**src/rtl/uart_pkg.sv**
```systemverilog
`default_nettype none
// +--------------------------------------------------------------------+
// | Package     : uart_pkg                                             |
// | Description : Shared widths, defaults and the transmit FSM state   |
// |               encoding for the UART transmit engine.               |
// | Revision    : 1.0 - initial release                                |
// +--------------------------------------------------------------------+
package uart_pkg;

   localparam int BITWIDTH          = 8;
   localparam int CLKS_PER_BIT_DFLT = 868;
   localparam int DEPTH_DFLT        = 4;
   // Occupancy is reported as 0..DEPTH, which needs one bit more than a pointer.
   localparam int COUNT_W           = 3;

   typedef enum logic [2:0] {
      IDLE   = 3'd0,
      START  = 3'd1,
      DATA   = 3'd2,
      PARITY = 3'd3,
      STOP   = 3'd4
   } tx_state_t;

endpackage : uart_pkg
`default_nettype wire

```
**src/rtl/uart_tx_engine_if.sv**
```systemverilog
`default_nettype none
// +--------------------------------------------------------------------+
// | Interface   : uart_tx_engine_if                                    |
// | Description : Host-side write and status bundle of the UART        |
// |               transmit engine.                                     |
// | Revision    : 1.0 - initial release                                |
// +--------------------------------------------------------------------+
interface uart_tx_engine_if;
   import uart_pkg::*;

   logic [BITWIDTH-1:0] dataIn;
   logic                WR;
   logic                FULL;
   logic                EMPTY;
   logic [COUNT_W-1:0]  COUNT;
   logic                OVR;
   logic                BUSY;
   logic                TXDONE;

   // Host side: writes bytes, observes status.
   modport master (
      output dataIn, WR,
      input  FULL, EMPTY, COUNT, OVR, BUSY, TXDONE
   );

   // Engine side.
   modport slave (
      input  dataIn, WR,
      output FULL, EMPTY, COUNT, OVR, BUSY, TXDONE
   );

endinterface : uart_tx_engine_if
`default_nettype wire

```
**src/rtl/uart_tx_fifo.sv**
```systemverilog
`default_nettype none
// +--------------------------------------------------------------------+
// | Module      : uart_tx_fifo                                         |
// | Description : Small byte FIFO with registered occupancy flags and  |
// |               a sticky overrun flag for writes while full.         |
// | Revision    : 1.0 - initial release                                |
// +--------------------------------------------------------------------+
module uart_tx_fifo
   import uart_pkg::*;
#(
   parameter int DEPTH = DEPTH_DFLT
)(
   input  logic                Clk,
   input  logic                Rst,
   input  logic                push,
   input  logic                pop,
   input  logic [BITWIDTH-1:0] din,
   output logic [BITWIDTH-1:0] dout,
   output logic                full,
   output logic                empty,
   output logic [COUNT_W-1:0]  count,
   output logic                ovr
);

   localparam int AW = (DEPTH > 1) ? $clog2(DEPTH) : 1;

   logic [BITWIDTH-1:0] r_mem [DEPTH];
   logic [AW-1:0]       r_wptr;
   logic [AW-1:0]       r_rptr;
   logic                w_wr;
   logic                w_rd;
   logic [COUNT_W-1:0]  w_count_nxt;

   // A write is only taken when there is room; a pop only when data exists.
   assign w_wr = push & ~full;
   assign w_rd = pop & ~empty;
   assign dout = r_mem[r_rptr];

   // Next occupancy: a simultaneous write and pop cancel out.
   always_comb begin
      w_count_nxt = count;
      case ({w_wr, w_rd})
         2'b10:   w_count_nxt = count + 1'b1;
         2'b01:   w_count_nxt = count - 1'b1;
         default: w_count_nxt = count;
      endcase
   end

   // Storage array; contents need no reset.
   always_ff @(posedge Clk) begin
      if (w_wr)
         r_mem[r_wptr] <= din;
   end

   // Pointers, occupancy flags and sticky overrun.
   always_ff @(posedge Clk) begin
      if (!Rst) begin
         r_wptr <= '0;
         r_rptr <= '0;
         count  <= '0;
         full   <= 1'b0;
         empty  <= 1'b1;
         ovr    <= 1'b0;
      end else begin
         if (w_wr)
            r_wptr <= r_wptr + 1'b1;
         if (w_rd)
            r_rptr <= r_rptr + 1'b1;
         count <= w_count_nxt;
         full  <= (w_count_nxt == COUNT_W'(DEPTH));
         empty <= (w_count_nxt == '0);
         // A write against a full FIFO is lost even if a pop frees a slot this cycle.
         if (push && full)
            ovr <= 1'b1;
      end
   end

endmodule : uart_tx_fifo
`default_nettype wire

```
**src/rtl/uart_tx_engine.sv**
```systemverilog
`default_nettype none
// +--------------------------------------------------------------------+
// | Module      : uart_tx_engine                                       |
// | Description : FIFO-buffered UART transmitter, 8N1 framing, LSB     |
// |               first. Define UART_TX_PARITY_EN to insert an even    |
// |               parity bit between data bit 7 and the stop bit.      |
// | Revision    : 1.0 - initial release                                |
// +--------------------------------------------------------------------+
module uart_tx_engine
   import uart_pkg::*;
#(
   parameter int CLKS_PER_BIT = CLKS_PER_BIT_DFLT,
   parameter int DEPTH        = DEPTH_DFLT
)(
   input  logic             Clk,
   input  logic             Rst,
   uart_tx_engine_if.slave  bus,
   output logic             TxD
);

   localparam int              BAUD_W    = $clog2(CLKS_PER_BIT);
   localparam logic [BAUD_W-1:0] BAUD_LAST = BAUD_W'(CLKS_PER_BIT - 1);
   localparam logic [2:0]      BIT_LAST  = 3'(BITWIDTH - 1);

   tx_state_t           r_state,  w_state_nxt;
   logic [BAUD_W-1:0]   r_baud,   w_baud_nxt;
   logic [2:0]          r_bitcnt, w_bitcnt_nxt;
   logic [BITWIDTH-1:0] r_shift,  w_shift_nxt;
   logic [BITWIDTH-1:0] w_dout;
   logic                w_pop;
   logic                w_bit_end;
`ifdef UART_TX_PARITY_EN
   logic                r_par,    w_par_nxt;
`endif

   uart_tx_fifo #(
      .DEPTH (DEPTH)
   ) u_fifo (
      .Clk   (Clk),
      .Rst   (Rst),
      .push  (bus.WR),
      .pop   (w_pop),
      .din   (bus.dataIn),
      .dout  (w_dout),
      .full  (bus.FULL),
      .empty (bus.EMPTY),
      .count (bus.COUNT),
      .ovr   (bus.OVR)
   );

   assign w_bit_end = (r_baud == BAUD_LAST);
   assign bus.BUSY  = (r_state != IDLE);

   // Frame sequencing: pops a byte, then walks start, data, (parity), stop.
   always_comb begin
      w_state_nxt  = r_state;
      w_baud_nxt   = w_bit_end ? '0 : r_baud + 1'b1;
      w_bitcnt_nxt = r_bitcnt;
      w_shift_nxt  = r_shift;
      w_pop        = 1'b0;
`ifdef UART_TX_PARITY_EN
      w_par_nxt    = r_par;
`endif
      case (r_state)
         IDLE: begin
            w_baud_nxt = '0;
            if (!bus.EMPTY) begin
               w_pop       = 1'b1;
               w_shift_nxt = w_dout;
`ifdef UART_TX_PARITY_EN
               w_par_nxt   = ^w_dout;
`endif
               w_state_nxt = START;
            end
         end
         START: begin
            if (w_bit_end) begin
               w_bitcnt_nxt = '0;
               w_state_nxt  = DATA;
            end
         end
         DATA: begin
            if (w_bit_end) begin
               w_shift_nxt = {1'b0, r_shift[BITWIDTH-1:1]};
               if (r_bitcnt == BIT_LAST) begin
`ifdef UART_TX_PARITY_EN
                  w_state_nxt = PARITY;
`else
                  w_state_nxt = STOP;
`endif
               end else begin
                  w_bitcnt_nxt = r_bitcnt + 1'b1;
               end
            end
         end
`ifdef UART_TX_PARITY_EN
         PARITY: begin
            if (w_bit_end)
               w_state_nxt = STOP;
         end
`endif
         STOP: begin
            if (w_bit_end) begin
               // Chain straight into the next start bit when more data waits.
               if (!bus.EMPTY) begin
                  w_pop       = 1'b1;
                  w_shift_nxt = w_dout;
`ifdef UART_TX_PARITY_EN
                  w_par_nxt   = ^w_dout;
`endif
                  w_state_nxt = START;
               end else begin
                  w_state_nxt = IDLE;
               end
            end
         end
         default: begin
            w_state_nxt = IDLE;
            w_baud_nxt  = '0;
         end
      endcase
   end

   // State, baud, bit counter and shift register; reset aborts any frame.
   always_ff @(posedge Clk) begin
      if (!Rst) begin
         r_state  <= IDLE;
         r_baud   <= '0;
         r_bitcnt <= '0;
         r_shift  <= '0;
`ifdef UART_TX_PARITY_EN
         r_par    <= 1'b0;
`endif
      end else begin
         r_state  <= w_state_nxt;
         r_baud   <= w_baud_nxt;
         r_bitcnt <= w_bitcnt_nxt;
         r_shift  <= w_shift_nxt;
`ifdef UART_TX_PARITY_EN
         r_par    <= w_par_nxt;
`endif
      end
   end

   // Line level and end-of-frame pulse decoded from the current state.
   always_comb begin
      TxD        = 1'b1;
      bus.TXDONE = 1'b0;
      case (r_state)
         START:  TxD = 1'b0;
         DATA:   TxD = r_shift[0];
`ifdef UART_TX_PARITY_EN
         PARITY: TxD = r_par;
`endif
         STOP:   bus.TXDONE = w_bit_end;
         default: TxD = 1'b1;
      endcase
   end

endmodule : uart_tx_engine
`default_nettype wire

```
**src/flat_wrapper.sv**
```systemverilog
// flat-port wrapper written by rule: the top's interface ports become plain ports
module uart_tx_engine_flat import uart_pkg::*;
#(
   parameter int CLKS_PER_BIT = CLKS_PER_BIT_DFLT,
   parameter int DEPTH        = DEPTH_DFLT
)
  (Clk, Rst, TxD, bus_dataIn, bus_WR, bus_FULL, bus_EMPTY, bus_COUNT, bus_OVR, bus_BUSY, bus_TXDONE);
  uart_tx_engine_if bus_i ();
  input  logic Clk;
  input  logic Rst;
  output logic TxD;
  input wire logic [$bits(bus_i.dataIn)-1:0] bus_dataIn;
  input wire logic [$bits(bus_i.WR)-1:0] bus_WR;
  output wire logic [$bits(bus_i.FULL)-1:0] bus_FULL;
  output wire logic [$bits(bus_i.EMPTY)-1:0] bus_EMPTY;
  output wire logic [$bits(bus_i.COUNT)-1:0] bus_COUNT;
  output wire logic [$bits(bus_i.OVR)-1:0] bus_OVR;
  output wire logic [$bits(bus_i.BUSY)-1:0] bus_BUSY;
  output wire logic [$bits(bus_i.TXDONE)-1:0] bus_TXDONE;
  assign bus_i.dataIn = bus_dataIn;
  assign bus_i.WR = bus_WR;
  assign bus_FULL = bus_i.FULL;
  assign bus_EMPTY = bus_i.EMPTY;
  assign bus_COUNT = bus_i.COUNT;
  assign bus_OVR = bus_i.OVR;
  assign bus_BUSY = bus_i.BUSY;
  assign bus_TXDONE = bus_i.TXDONE;
  uart_tx_engine #(.CLKS_PER_BIT(CLKS_PER_BIT), .DEPTH(DEPTH)) u_core (.Clk(Clk), .Rst(Rst), .bus(bus_i), .TxD(TxD));
endmodule
```
**config.mk**
```make
export PLATFORM = sky130hd
export DESIGN_NAME = uart_tx_engine_flat
export DESIGN_NICKNAME = d
export VERILOG_FILES = /design/src/rtl/uart_pkg.sv /design/src/rtl/uart_tx_engine_if.sv /design/src/rtl/uart_tx_fifo.sv /design/src/rtl/uart_tx_engine.sv /design/src/flat_wrapper.sv
export SDC_FILE = /design/constraint.sdc
export NUM_CORES = 1
export LEC_CHECK = 0
export CORE_ASPECT_RATIO = 1.4
export CORE_MARGIN = 2
export CORE_UTILIZATION = 53
export CTS_CLUSTER_SIZE = 25
export DETAILED_ROUTE_END_ITERATION = 10
export GPL_ROUTABILITY_DRIVEN = 0
export PLACE_DENSITY = 0.76
export SLEW_MARGIN = 25
export SYNTH_ARGS = -nofsm -noshare
export SYNTH_HDL_FRONTEND = slang
export SYNTH_SLANG_ARGS = --single-unit
```
**constraint.sdc**
```tcl
create_clock -name Clk -period 2.3 [get_ports Clk]
set_input_delay 0.69 -clock Clk [delete_from_list [all_inputs] [get_ports Clk]]
set_output_delay 0.69 -clock Clk [all_outputs]
set_load 0.005 [all_outputs]
```
After elaboration in Yosys (flattened, before gate mapping)
Memory sizes are Yosys's and may differ from the RTL's. A register that Yosys moved wholly into a read port is not among the register bits.
Cells that the tools add are included.
{"block": "op_classes", "n_eq_ne": 14, "n_addsub": 6, "magnitude_cmp": 0, "shifts": 0, "div_mod_pow": 0, "n_mux": 25, "multipliers": 0, "n_reduce_logical": 11, "bitwise_logic": 6}
{"op": "$mux 3", "n": 8}
{"op": "$mux 8", "n": 3}
{"op": "$pmux 8 s3", "n": 1}
{"op": "$pmux 3 s2", "n": 2}
{"op": "$pmux 3 s4", "n": 1}
{"op": "$add 10x1->10 const B", "n": 1}
{"op": "$eq 10x10->1 const B", "n": 1}
{"op": "$eq 3x3->1 const B", "n": 3}
{"op": "$ne 2x1->1 const B", "n": 4}
{"op": "$add 3x1->3 const B", "n": 2}
{"op": "$logic_not 3->1", "n": 2}
{"op": "$mux 1", "n": 6}
{"op": "$reduce_bool 3->1", "n": 2}
{"op": "$reduce_or 3->1", "n": 2}
{"op": "$reduce_and 5->1", "n": 1}
{"op": "$add 2x1->2 const B", "n": 2}
{"op": "$mux 2", "n": 2}
{"op": "$ne 2x2->1 const B", "n": 2}
{"op": "$not 1->1", "n": 4}
{"op": "$pmux 1 s2", "n": 2}
{"op": "$reduce_and 4->1", "n": 1}
{"op": "$eq 3x1->1 const B", "n": 1}
{"op": "$eq 3x2->1 const B", "n": 1}
{"op": "$reduce_and 3->1", "n": 1}
{"op": "other kinds (6)", "n": 7}
{"block": "word_totals", "ram_bits": 32, "reg_bits": 34, "latchBits": 0, "memories": 1, "romBits": 0}
{"memory": "u_core.u_fifo.r_mem", "depth": 4, "width": 8, "rd": 1, "rd_clocked_by_memory_dff": 1, "write_ports": 1, "line": "uart_tx_fifo.sv:27", "rtl": "logic [BITWIDTH-1:0] r_mem [DEPTH];"}

Logic depth before layout (Yosys ltp)
{"block": "logic_depth", "word_depth": 7, "depth_mapped": 10, "mapped_depth_nobuf": 10}

By module
From an unflattened synthesis, not the netlist that was laid out.
{"block": "hier_totals", "hier_cells": 242, "area_unflattened_um2": 3047.9}
{"mod": "uart_tx_fifo", "seq_area_each_um2": 1201.2, "area_each_um2": 1747.9, "cells_per_inst": 100, "instances": 1}
{"mod": "uart_tx_engine", "seq_area_each_um2": 480.5, "area_each_um2": 1300.0, "cells_per_inst": 142, "instances": 1}

Worst setup path before layout
No wires, ideal clock.
{"block": "synth_timing", "path_type": "reg2reg", "from": "register u_core.r_baud[0]", "to": "register u_core.u_fifo.full", "path_stages_with_launch": 11, "arrival_time_ns": 2.486, "period_less_slack_ns": 2.552, "setup_time_ns": 0.065, "path_buffers": 0, "required_ns": 2.235, "slack_ns": -0.252, "cell_sequence": "dfxtp_1 > ha_1 > nor3b_4 > nand3_2 > a2111oi_4 > ha_1 > fa_1 > xnor2_1 > or3_1 > a21oi_1 > nor2b_1"}
{"block": "synth_via", "elab_chain_cells": 7, "word_cells_on_any_way": 8}
{"element": "start: declaration", "line": "uart_tx_engine.sv:26", "rtl": "logic [BAUD_W-1:0] r_baud, w_baud_nxt;"}
{"element": "start signal: assignment", "line": "uart_tx_engine.sv:136", "rtl": "r_baud <= w_baud_nxt;"}
{"element": "$eq 10x10->1 (*)", "line": "uart_tx_engine.sv:51", "rtl": "assign w_bit_end = (r_baud == BAUD_LAST);"}
{"element": "$mux 1 (*)", "line": "uart_tx_engine.sv:103", "rtl": "if (w_bit_end) begin"}
{"element": "$pmux 1 s2 (*)", "line": "uart_tx_engine.sv:64", "rtl": "case (r_state)"}
{"element": "$and 1x1->1 (*)", "line": "uart_tx_fifo.sv:36", "rtl": "assign w_rd = pop & ~empty;"}
{"element": "$eq 2x1->1 / $eq 2x2->1 (equally long branches)", "line": "uart_tx_fifo.sv:42", "rtl": "case ({w_wr, w_rd})"}
{"element": "$pmux 3 s2 (*)", "line": "uart_tx_fifo.sv:42"}
{"element": "$eq 3x3->1 (*)", "line": "uart_tx_fifo.sv:70", "rtl": "full <= (w_count_nxt == COUNT_W'(DEPTH));"}
{"element": "end signal: assignment", "line": "uart_tx_fifo.sv:70"}
{"element": "end: declaration", "line": "uart_tx_fifo.sv:19", "rtl": "output logic full,"}
Mark *: on every way between the ends. The rest lies on a longest branch, timed or not.
A chain may end at the register's enable or synchronous reset.

Worst setup path after layout
{"block": "layout_timing", "from": "input port bus_WR", "to": "register u_core.u_fifo.full"}
{"block": "layout_via", "elab_chain_cells": 4, "word_cells_on_any_way": 5}
{"element": "start: declaration", "line": "flat_wrapper.sv:13", "rtl": "input wire logic [$bits(bus_i.WR)-1:0] bus_WR;"}
{"element": "$and 1x1->1 (*)", "line": "uart_tx_fifo.sv:35", "rtl": "assign w_wr = push & ~full;"}
{"element": "$eq 2x1->1 / $eq 2x2->1 (equally long branches)", "line": "uart_tx_fifo.sv:42"}
{"element": "$pmux 3 s2 (*)", "line": "uart_tx_fifo.sv:42"}
{"element": "$eq 3x3->1 (*)", "line": "uart_tx_fifo.sv:70"}
Marks and branches as above.

==> key figures <==
Final layout
  – Fraction of layout cells with a size suffix above 1: 0.243
  – Final instance area: 3790 um^2
  – Most frequent cells in the layout: 33 x buf_4, 32 x dfxtp_1, 32 x edfxtp_1
  – Fill cells: 401
  – Commonest non-fill, non-tap cell in the layout: buf_4
  – Antenna cells: 0
  – Nets: 319
  – Fin util: 0.687
  – Synth-to-layout area growth: 24.7%

Critical path
  – Worst-path fanout max: 3
  – R2R Path Start: u_core.r_baud[1]
  – Cells along the critical path: clkdlybuf4s50_1, nor2b_2, inv_1, ha_2, fa_1, xnor2_1, or3_1, a21oi_2, nor2b_1
  – Worst Path Buf+Inv: 2
  – Cell family with most CP delay: simple AND/OR/NAND/NOR gates
  – Critical Path RT: 2.59 ns
  – R2R Path End: u_core.u_fifo.full
  – Slowest cell on the critical path: clkdlybuf4s50_1
  – Startpoint Class: input port
  – Worst EP arrival: 2.71 ns
  – Reg2reg setup slack: -0.11 ns
  – Worst r2r path cells: 10
  – CP endpoint kind: flop
  – CP max stage delay: 0.48 ns
  – Crit Path Category: input port to flop

Routing
  – Vias: 2,075
  – DR WL/cell: 15.2 um
  – Final wirelength: 5.65 mm
  – Vias/cell: 5.58
  – Initial DRC count: 80
  – First drt pass iteration count: 4
  – DR DRC count: 0
  – Routed Antenna Nets: 0

Timing
  – Setup ws final: -0.122 ns
  – Clock skew: 0.0107 ns
  – Min cycle time layout: 2.42 ns
  – Slew Limit Fails: 0
  – Slew of the pin with the lowest slew margin: 0.381 ns
  – Final setup fails: 4
  – RSZ-0062 raised after global routing: yes
  – Relative slew margins: 0.745
  – Fmax: 413 MHz
  – Total Neg Setup Slack: -0.259 ns
  – Final Hold Viols: 0
  – Final Cycle Share: 1.05
  – Final hold slack: 0.474 ns

Logic synthesis
  – EDFF count, synth: 32
  – Cells after Synth: 246
  – Seq cells post-synth: 68
  – Syn Nets: 266
  – Synth unique cells: 46
  – Synth Cell Area: 3040 um^2
  – YS warnings: 0
  – Register area share after synthesis: 0.553
  – Mapped Avg Cell Area: 12.4 um^2
  – Dominant synthesized flop cell: dfxtp_1
  – Synth async-reset ratio: 0

Die
  – Die width: 68.0 um
  – Starting Density: 0.551
  – Die Y: 93.7 um
  – FP Rows: 32
  – Core box area: 5530 um^2
  – Die area: 6370 um^2
  – Io pins: 20

CTS
  – Clk pin slew, worst setup/hold paths: 0.08 ns
  – Clock latency on the worst-skew pair: 0.35 ns
  – Clock Tree Buf Depth: 2
  – CTS Sinks: 68
  – Cts bufs inserted: 9
  – TritonCTS clock tree: done
  – Clock root buffer: clkbuf_8
  – H-tree levels: 3

Global route
  – GRT Residual Overflow: 0
  – Gr usage total: 0.204
  – Number of global-route vias before repair: 2,085
  – Largest net degree at the start of global routing: 15
  – Initial antenna violation count: 0
  – First-pass GRT wire length: 9.39 mm

Power and ir drop
  – Lkg Pwr: 1.46 nW
  – Flop pwr share: 0.445
  – Pint: 0.00250 W
  – Switching Share: 0.293
  – Clock group share of total power: 0.289
  – Combinational fraction of design power: 0.266
  – Switch Pwr: 0.00104 W
  – Power density over the cells: 931 nW/um^2
  – Max VDD drop: 644 uV

Outcome
  – Failing checks: negative setup slack
  – Status: finished, violations left

Worst hold path
  – Hold path endpoint: u_core.u_fifo.ovr
  – Worst hold path startpoint: u_core.u_fifo.ovr
  – Min-Delay Path Depth: 2
  – HP Class: flop to flop

Placed design
  – Cell Area, Placed: 3570 um^2
  – Port bufs: 19
  – Hpwl dp: 4.02 mm

Job
  – Max-Cap Viols: 0
-- state kept, by name (all words and copies together) (netlist names), named ones only --
name                  count
u_core.r_bitcnt           3
u_core.u_fifo.r_rptr      2
u_core.u_fifo.r_mem      32
u_core.u_fifo.count       3
u_core.u_fifo.empty       1
u_core.u_fifo.ovr         1
u_core.r_baud            10
u_core.u_fifo.full        1
u_core.u_fifo.r_wptr      2
u_core.r_shift            8
u_core.r_state            3
-- metal layers --
| metal | vias up | wire length (um) | global-route usage |
|---|---|---|---|
| met5 | - | 0 | 0 |
| met4 | 0 | 127 | 0.100 |
| met3 | 10 | 145 | 0.0432 |
| met2 | 28 | 3090 | 0.362 |
| met1 | 1017 | 2280 | 0.223 |
| li1 | 1020 | - | - |
-- logic make-up after synthesis --
| logic type | count (synthesis) | synth area share |
|---|---|---|
| DFF | 68 | 0.553 |
| xor gates and xnor gates | 11 | 0.0317 |
| AOI/OAI and AO/OA | 40 | 0.0999 |
| and+or+nand+nor | 75 | 0.144 |
| adders and majority gates | 9 | 0.0395 |
| muxes | 21 | 0.102 |
| buffers and inverters | 22 | 0.0308 |
-- area by class of cell --
type                            instances  area (um^2)  share of cell area
Sequential cell                        68         1690               0.445
Timing Repair Buffer                   55          493               0.130
Inverter                                9         33.8             0.00891
Multi-Input combinational cell        156         1290               0.340
Clock inverter                          7         82.6              0.0218
Clock buffer                            9          124              0.0327
Tap cell                               68         85.1              0.0224
-- power by group through the flow --
stage / logic [W] / registers [W] / clock network (W)
finish: 0.000939 / 0.00157 / 0.00102
global route: 0.00103 / 0.00160 / 0.00111
CTS: 0.000954 / 0.00157 / 0.00104
detailed placement: 0.000940 / 0.00160 / 0
global placement: 0.000916 / 0.00159 / 0
floorplan: 0.000606 / 0.00155 / 0
-- tightest hold or removal path: stages, from the launching register on --
cell     delay (ns)
dfxtp_1        0.33
a21oi_1        0.04
nor2_1         0.07
-- synthesized netlist by cell type (all sizes together), types with 2 or more instances --
cell	instances	share of area
or3	2	0.0041
a211oi	2	0.0049
or3b	2	0.0058
mux2i	13	0.043
edfxtp	32	0.32
buf	4	0.0086
and2	5	0.010
a21oi	11	0.018
xnor2	9	0.026
nor3b	2	0.0086
nand4	3	0.0062
o21ai	5	0.0082
or4	3	0.0074
ha	8	0.033
nor3	4	0.0082
o21bai	2	0.0049
and3	2	0.0041
o211ai	8	0.020
dfxtp	36	0.24
nand2b	4	0.0082
nand3	5	0.0099
nor2b	3	0.0062
nand2	11	0.014
nand3b	2	0.0049
mux4	8	0.059
nor4	3	0.0062
inv	9	0.011
o211a	7	0.023
xor2	2	0.0058
clkbuf	9	0.011
nor2	19	0.023
-- how the worst max path moves through the flow --
stage	startpoint	end	slack, ns	depth (start not counted)
after detailed placement	bus_WR	u_core.u_fifo.full	-0.53	9
after CTS	u_core.r_baud[1]	u_core.u_fifo.full	-0.15	10
after floorplan	u_core.r_baud[0]	u_core.u_fifo.full	-0.05	10
after global routing	u_core.r_baud[1]	u_core.u_fifo.full	-0.28	10
after global placement	bus_WR	u_core.u_fifo.full	-0.42	9
final	bus_WR	u_core.u_fifo.full	-0.12	9
-- what timing repair did --
item,CTS,global route
resized for setup,6,1
hold buffers,0,0
setup endpoints to repair,6,5
setup buffers,2,0
pin swaps,2,0
-- per-stage QoR --
| step | setup slack, ns | power, W | instances |
|---|---|---|---|
| 4_1_cts | -0.154 | 0.00357 | 372 |
| 3_3_place_gp | -0.423 | 0.00250 | 354 |
| 2_1_floorplan | -0.0517 | 0.00216 | 246 |
| 6_report | -0.122 | 0.00353 | 372 |
| 3_5_place_dp | -0.527 | 0.00254 | 354 |
| 5_1_grt | -0.282 | 0.00373 | 372 |
Power figures use the tool's default switching activity.
